===== src/rtl/mm_pkg.sv =====
// Shared fetch-stage types and constants; PC_READ_OFFSET is also used by
// register_file and execute for R15 semantics.
package mm_pkg;

    typedef enum logic [1:0] {
        FETCH = 2'd0,
        FLUSH = 2'd1
    } fetch_state_t;

    localparam int INSTR_BYTES    = 4;
    localparam int PC_READ_OFFSET = 8;

endpackage


===== src/rtl/instr_fetch.sv =====
// Fetch stage: architectural PC, req/ack fetch from instruction memory and a
// single-entry instruction buffer for decode, with branch redirect and flush.
module instr_fetch
    import mm_pkg::*;
#(
    parameter int                ADDR_W   = 32,
    parameter logic [ADDR_W-1:0] RESET_PC = '0
) (
    input  logic              clk,
    input  logic              rst_n,
    output logic              imem_req,
    output logic [ADDR_W-1:0] imem_addr,
    input  logic              imem_ack,
    input  logic [31:0]       imem_rdata,
    input  logic              stall,
    input  logic              branch_valid,
    input  logic [ADDR_W-1:0] branch_target,
    output logic              instr_valid,
    output logic [31:0]       instr,
    output logic [ADDR_W-1:0] instr_pc,
    output logic [ADDR_W-1:0] pc_plus8
);

    fetch_state_t      r_state;
    fetch_state_t      w_state_nxt;
    logic [ADDR_W-1:0] r_pc;
    logic [ADDR_W-1:0] r_req_addr;
    logic              r_pending;
    logic              r_valid;
    logic [31:0]       r_instr;
    logic [ADDR_W-1:0] r_instr_pc;
    logic [ADDR_W-1:0] r_pc_plus8;

    logic              w_req;
    logic [ADDR_W-1:0] w_addr;
    logic              w_fire;
    logic [ADDR_W-1:0] w_target;

    assign w_target = branch_target & ~ADDR_W'(3);
    assign w_fire   = w_req && imem_ack;

    // A raised request keeps its address until acked, whatever stall or
    // branch_valid do; FLUSH only exists to swallow that stale ack.
    always_comb begin
        w_state_nxt = r_state;
        w_req       = 1'b0;
        w_addr      = r_pc;
        case (r_state)
            FETCH: begin
                w_req  = rst_n && (r_pending || (!branch_valid && (!r_valid || !stall)));
                w_addr = r_pending ? r_req_addr : r_pc;
                if (branch_valid && w_req && !imem_ack)
                    w_state_nxt = FLUSH;
            end
            FLUSH: begin
                w_req  = rst_n;
                w_addr = r_req_addr;
                if (imem_ack)
                    w_state_nxt = FETCH;
            end
            default: w_state_nxt = FETCH;
        endcase
    end

    always_ff @(posedge clk) begin
        if (!rst_n) begin
            r_state    <= FETCH;
            r_pc       <= RESET_PC;
            r_req_addr <= '0;
            r_pending  <= 1'b0;
            r_valid    <= 1'b0;
            r_instr    <= '0;
            r_instr_pc <= '0;
            r_pc_plus8 <= '0;
        end else begin
            r_state   <= w_state_nxt;
            r_pending <= w_req && !imem_ack;
            if (w_req)
                r_req_addr <= w_addr;

            // Branch wins: any ack in the same cycle, or in FLUSH, is dropped.
            if (branch_valid) begin
                r_pc    <= w_target;
                r_valid <= 1'b0;
            end else if (r_state == FETCH && w_fire) begin
                r_instr    <= imem_rdata;
                r_instr_pc <= r_pc;
                r_pc_plus8 <= r_pc + ADDR_W'(PC_READ_OFFSET);
                r_valid    <= 1'b1;
                r_pc       <= r_pc + ADDR_W'(INSTR_BYTES);
            end else if (r_valid && !stall) begin
                r_valid <= 1'b0;
            end
        end
    end

    assign imem_req    = w_req;
    assign imem_addr   = w_addr;
    assign instr_valid = r_valid;
    assign instr       = r_instr;
    assign instr_pc    = r_instr_pc;
    assign pc_plus8    = r_pc_plus8;

endmodule


===== config.mk =====
export PLATFORM = sky130hd
export DESIGN_NAME = instr_fetch
export DESIGN_NICKNAME = d
export VERILOG_FILES = /design/src/rtl/mm_pkg.sv /design/src/rtl/instr_fetch.sv
export SDC_FILE = /design/constraint.sdc
export NUM_CORES = 1
export LEC_CHECK = 0
export CORE_ASPECT_RATIO = 1.5
export CORE_MARGIN = 2
export CORE_UTILIZATION = 32
export DETAILED_ROUTE_END_ITERATION = 10
export GPL_ROUTABILITY_DRIVEN = 1
export GPL_TIMING_DRIVEN = 0
export MAX_ROUTING_LAYER = met4
export PLACE_DENSITY = 0.67
export SKIP_CTS_REPAIR_TIMING = 1
export SLEW_MARGIN = 5
export SYNTH_ARGS = -nofsm -noshare
export SYNTH_HDL_FRONTEND = slang
export SYNTH_SLANG_ARGS = --single-unit

===== constraint.sdc =====
create_clock -name clk -period 1.95 [get_ports clk]
set_input_delay 0.39 -clock clk [delete_from_list [all_inputs] [get_ports clk]]
set_output_delay 0.39 -clock clk [all_outputs]
set_load 0.03 [all_outputs]

## After elaboration in Yosys (flattened, before gate mapping)

Cells that the tools add are included.
W data, S select, Z words.

- Register bits: 164
- Input port bits: 69
- Output and inout port bits: 130

- Add/sub/neg operators: 2
- Equality and inequality tests: 3
- Muxes and demuxes: 10
- Bitwise logic cells: 2
- Reduce and logical (&&, ||, !) cells: 20

Operators by type and width:

| kind | count |
|---|---|
| $mux W32 | 3 |
| $pmux W32 S2 | 1 |
| $add A32 B3 Y32 const B | 1 |
| $add A32 B4 Y32 const B | 1 |
| $logic_and A1 B1 Y1 | 8 |
| $logic_not A1 Y1 | 4 |
| $mux W2 | 2 |
| $ne A2 B2 Y1 const B | 2 |
| $pmux W2 S2 | 1 |
| $reduce_and A2 Y1 | 2 |
| $reduce_bool A2 Y1 | 2 |
| $eq A2 B1 Y1 const B | 1 |
| $logic_not A2 Y1 | 1 |
| $logic_or A1 B1 Y1 | 2 |
| $mux W1 | 2 |
| $not A1 Y1 | 2 |
| $pmux W1 S2 | 1 |
| $reduce_or A2 Y1 | 1 |

## Logic depth before layout (Yosys ltp)

- Depth in word-level cells: 10
- Mapped depth: 8

## Worst setup path after synthesis

OpenSTA, ideal clock, no wires.

- Path type: register -> register
- From: register r_pc[3]
- To: register r_pc_plus8[21] (netlist: pc_plus8[21])
- Arrival time: 1.880 ns
- Data required time: 1.876 ns
- Slack: -0.004 ns
- Stages on the path, launching flop included: 7
- Buffers on the path: 1
- Period minus slack after synthesis: 1.954 ns
- Path through: dfxtp_1 > ha_1 > nand3_2 > or4_4 > buf_6 > or3_1 > a31oi_1

- Longest elaborated chain between the ends: 1

RTL lines:

| item | RTL line | source |
|---|---|---|
| from (decl) | instr_fetch.sv:26 | `logic [ADDR_W-1:0] r_pc;` |
| from (signal assigned) | instr_fetch.sv:83 | `r_pc <= w_target;` |
| from (signal assigned) | instr_fetch.sv:90 | `r_pc <= r_pc + ADDR_W'(INSTR_BYTES);` |
| $add A32 B4 Y32 | instr_fetch.sv:88 | `r_pc_plus8 <= r_pc + ADDR_W'(PC_READ_OFFSET);` |
| to (signal assigned) | instr_fetch.sv:88 |  |
| to (decl) | instr_fetch.sv:32 | `logic [ADDR_W-1:0] r_pc_plus8;` |

Every way passes these cells.
A chain may end at the register's enable or synchronous reset.

## Worst setup path after layout

- From: register r_pending
- To: output port imem_addr[15]

- Longest elaborated chain between the ends: 2

RTL lines:

| item | RTL line | source |
|---|---|---|
| from (decl) | instr_fetch.sv:28 | `logic r_pending;` |
| from (signal assigned) | instr_fetch.sv:77 | `r_pending <= w_req && !imem_ack;` |
| $mux W32 | instr_fetch.sv:51 | `w_addr = r_pending ? r_req_addr : r_pc;` |
| $pmux W32 S2 | instr_fetch.sv:48 | `case (r_state)` |
| to (decl) | instr_fetch.sv:12 | `output logic [ADDR_W-1:0] imem_addr,` |

Every way passes these cells.

==> run metrics <==
Avg WL per Cell 18.4 um; critical path endpoint category output port; syn_area_per_cell 8.10 sq um; DRT Pass-1 Iters 5; H-tree depth 4; Synth cell types 58; Die W 127 um; Longest Clk Path Bufs 2; RSZ-0062 raised after global routing yes; Slew HR 42.2%; final setup violating endpoints 34; Root Buffer clkbuf_16; sum of buffers and inverters on the critical path 2; Startpoint Class flip-flop; clock skew 0.0112 ns; Final Critical Period 2.14 ns; share of cells above drive strength 1 20.2%; Final Worst Setup Slack -0.191 ns; number of DRC markers in iteration 0 656; gr usage total 21.7%; WS Path Type reg2out; number of global-route vias before repair 7113; share of the synthesized area in the top cell type 42.8%; synth cell count leaders nand2_1 (174), dfxtp_1 (156), a21oi_1 (112), o21ai_0 (56), clkbuf_1 (54); final hold vios 0; DRC errors left 0; hold path depth 2; DP HPWL 19400 um; TritonCTS buffer count 17; Post-synth EDFFs 0; PortBufs 190; FFs w/ async S/R, synth 0%; Worst VDD drop 0.606 mV; Max Freq 467 MHz; first-pass GRT wire length 39500 um; max-cap violations 0; largest net degree at the start of global routing 17; area grow syn2layout 47.4%; Synth Register Bits 156; multi-input logic area 3900 sq um; Die Ht 189 um; most numerous cell in the Yosys netlist nand2_1; Initial Utilization 32.6%; worst-path fanout max 7; Critical Path AT 1.75 ns; Req. time, crit path 1.56 ns; Cells after Synth 901; Via density 5.33; R2R depth 6; Tcrit/Tclk final 110%; crit path max-delay cell type dfxtp_4; Netlist Area Pre-Place 7300 sq um; failing checks setup timing; worst-skew pair later-pin latency 0.43 ns; Final ANT Viol Nets 0; clock transition at the registers of the reported paths 0.07 ns; TritonCTS clock tree yes; cell breakdown of the critical path or2_4, clkbuf_16, mux2_2, buf_6; cell taking the most area after synthesis dfxtp_1; final wirelength 26500 um; R2R setup slack -0.05 ns; Main synth FF type dfxtp_1; Yosys warning total 0; leakage power 3.91 nW; via count 7671; setup total negative slack -4.09 ns; status finished with violations; initial antenna violation count 2; Fillers 2151; Die ar. 24100 sq um; NumNets Final 1219; total power 8.43 mW; FP Rows 67; Seq/Total Area, Yosys 42.8%; GPL Wtd Cong 0.952; Core Footprint 22400 sq um; Worst path max stage delay 0.35 ns; PwrDens 784 nW/um^2; final-report max-slew violation count 0; HP Class in2reg; Crit path depth 4; Synth area leaders dfxtp_1 (43%), nand2_1 (8.9%), a21oi_1 (7.7%); FF+latch area 3140 sq um; total grt overflow 0; CTS sink count 156; io pins 199; CP top delay family flip-flops; Worst Tran Pin Value 0.867 ns
-- metal layers --
metal  global-route usage (%)  share of wire, %
met1                     24.8                39
met2                     36.0                50
met3                     3.73               6.0
met5                        -                 0
met4                     11.6               5.2
-- cell families after synthesis --
kind of cell	after synthesis	synth area share [%]
adders and majority gates	2	0.343
other	1	0.0514
DFF	156	42.8
xor gates and xnor gates	20	2.40
AOI/OAI and AO/OA	240	18.8
buffers and inverters	99	6.56
and+or+nand+nor	352	24.3
muxes	31	4.77
-- area by class of cell --
| class | instances | share of cell area (%) |
|---|---|---|
| plain buffers | 92 | 5.35 |
| clock inverters | 13 | 1.51 |
| flip-flops and latches | 156 | 29.2 |
| inverters | 3 | 0.105 |
| clock buffers | 19 | 4.21 |
| diodes | 2 | 0.0465 |
| repair buffers | 229 | 20.2 |
| multi-input cells | 649 | 36.2 |
| well taps | 276 | 3.21 |
-- path summary, 6_finish.rpt --
check / from / end
worst min register to register: instr_pc[20] / instr_pc[20]
worst max-delay path: r_pending / imem_addr[15]
worst max register to register: r_pc[3] / pc_plus8[21]
worst min-delay path: imem_ack / r_pending
-- power breakdown --
part	switching [mW]	total, mW	internal (mW)	leakage, nW
clock network	1.40	3.49	2.09	0.296
logic	0.875	1.51	0.631	2.34
registers	0.104	3.44	3.33	1.28
-- state kept, by name (all words and copies together) (netlist names) --
signal / flops
pc_plus8: 29
r_pc: 30
instr: 32
r_pending: 1
r_state: 1
instr_pc: 30
r_req_addr: 32
instr_valid: 1
-- placed cells by master (no fill, tap or decap), types with 4 or more instances in the layout --
cell type and n:
buf_2 23, nand2_1 172, clkbuf_16 18, o211ai_1 5, buf_4 48, and4_1 6
a211oi_1 12, xnor2_1 14, clkbuf_4 4, a31oi_1 24, o31ai_1 14, dfxtp_4 4
nor4_1 9, mux2_2 29, buf_6 35, conb_1 4, clkbuf_1 37, dlymetal6s2s_1 4
nand4_1 17, o21ai_0 54, nor3_1 11, a21oi_1 112, clkbuf_2 11, nor2_1 14
and3_1 5, nand3_1 46, or3_1 12, clkdlybuf4s50_1 153, or4_1 11, xor2_1 6
dfxtp_1 150
-- per-stage QoR --
stage | cells | instance area (sq um) | setup slack (ns) | hold slack [ns] | util [%]
finish | 1439 | 10800 | -0.191 | 0.244 | 48.1
global route | 1439 | 10800 | -0.222 | 0.287 | 48.1
CTS | 1402 | 10200 | -1.10 | 0.437 | 45.5
detailed placement | 1370 | 9560 | -0.945 | 0.446 | 42.7
global placement | 1370 | 9560 | -0.902 | 0.442 | 42.7
floorplan | 904 | 7310 | 0.0190 | 0.440 | -
No activity file was read; power rests on OpenSTA's default activity.
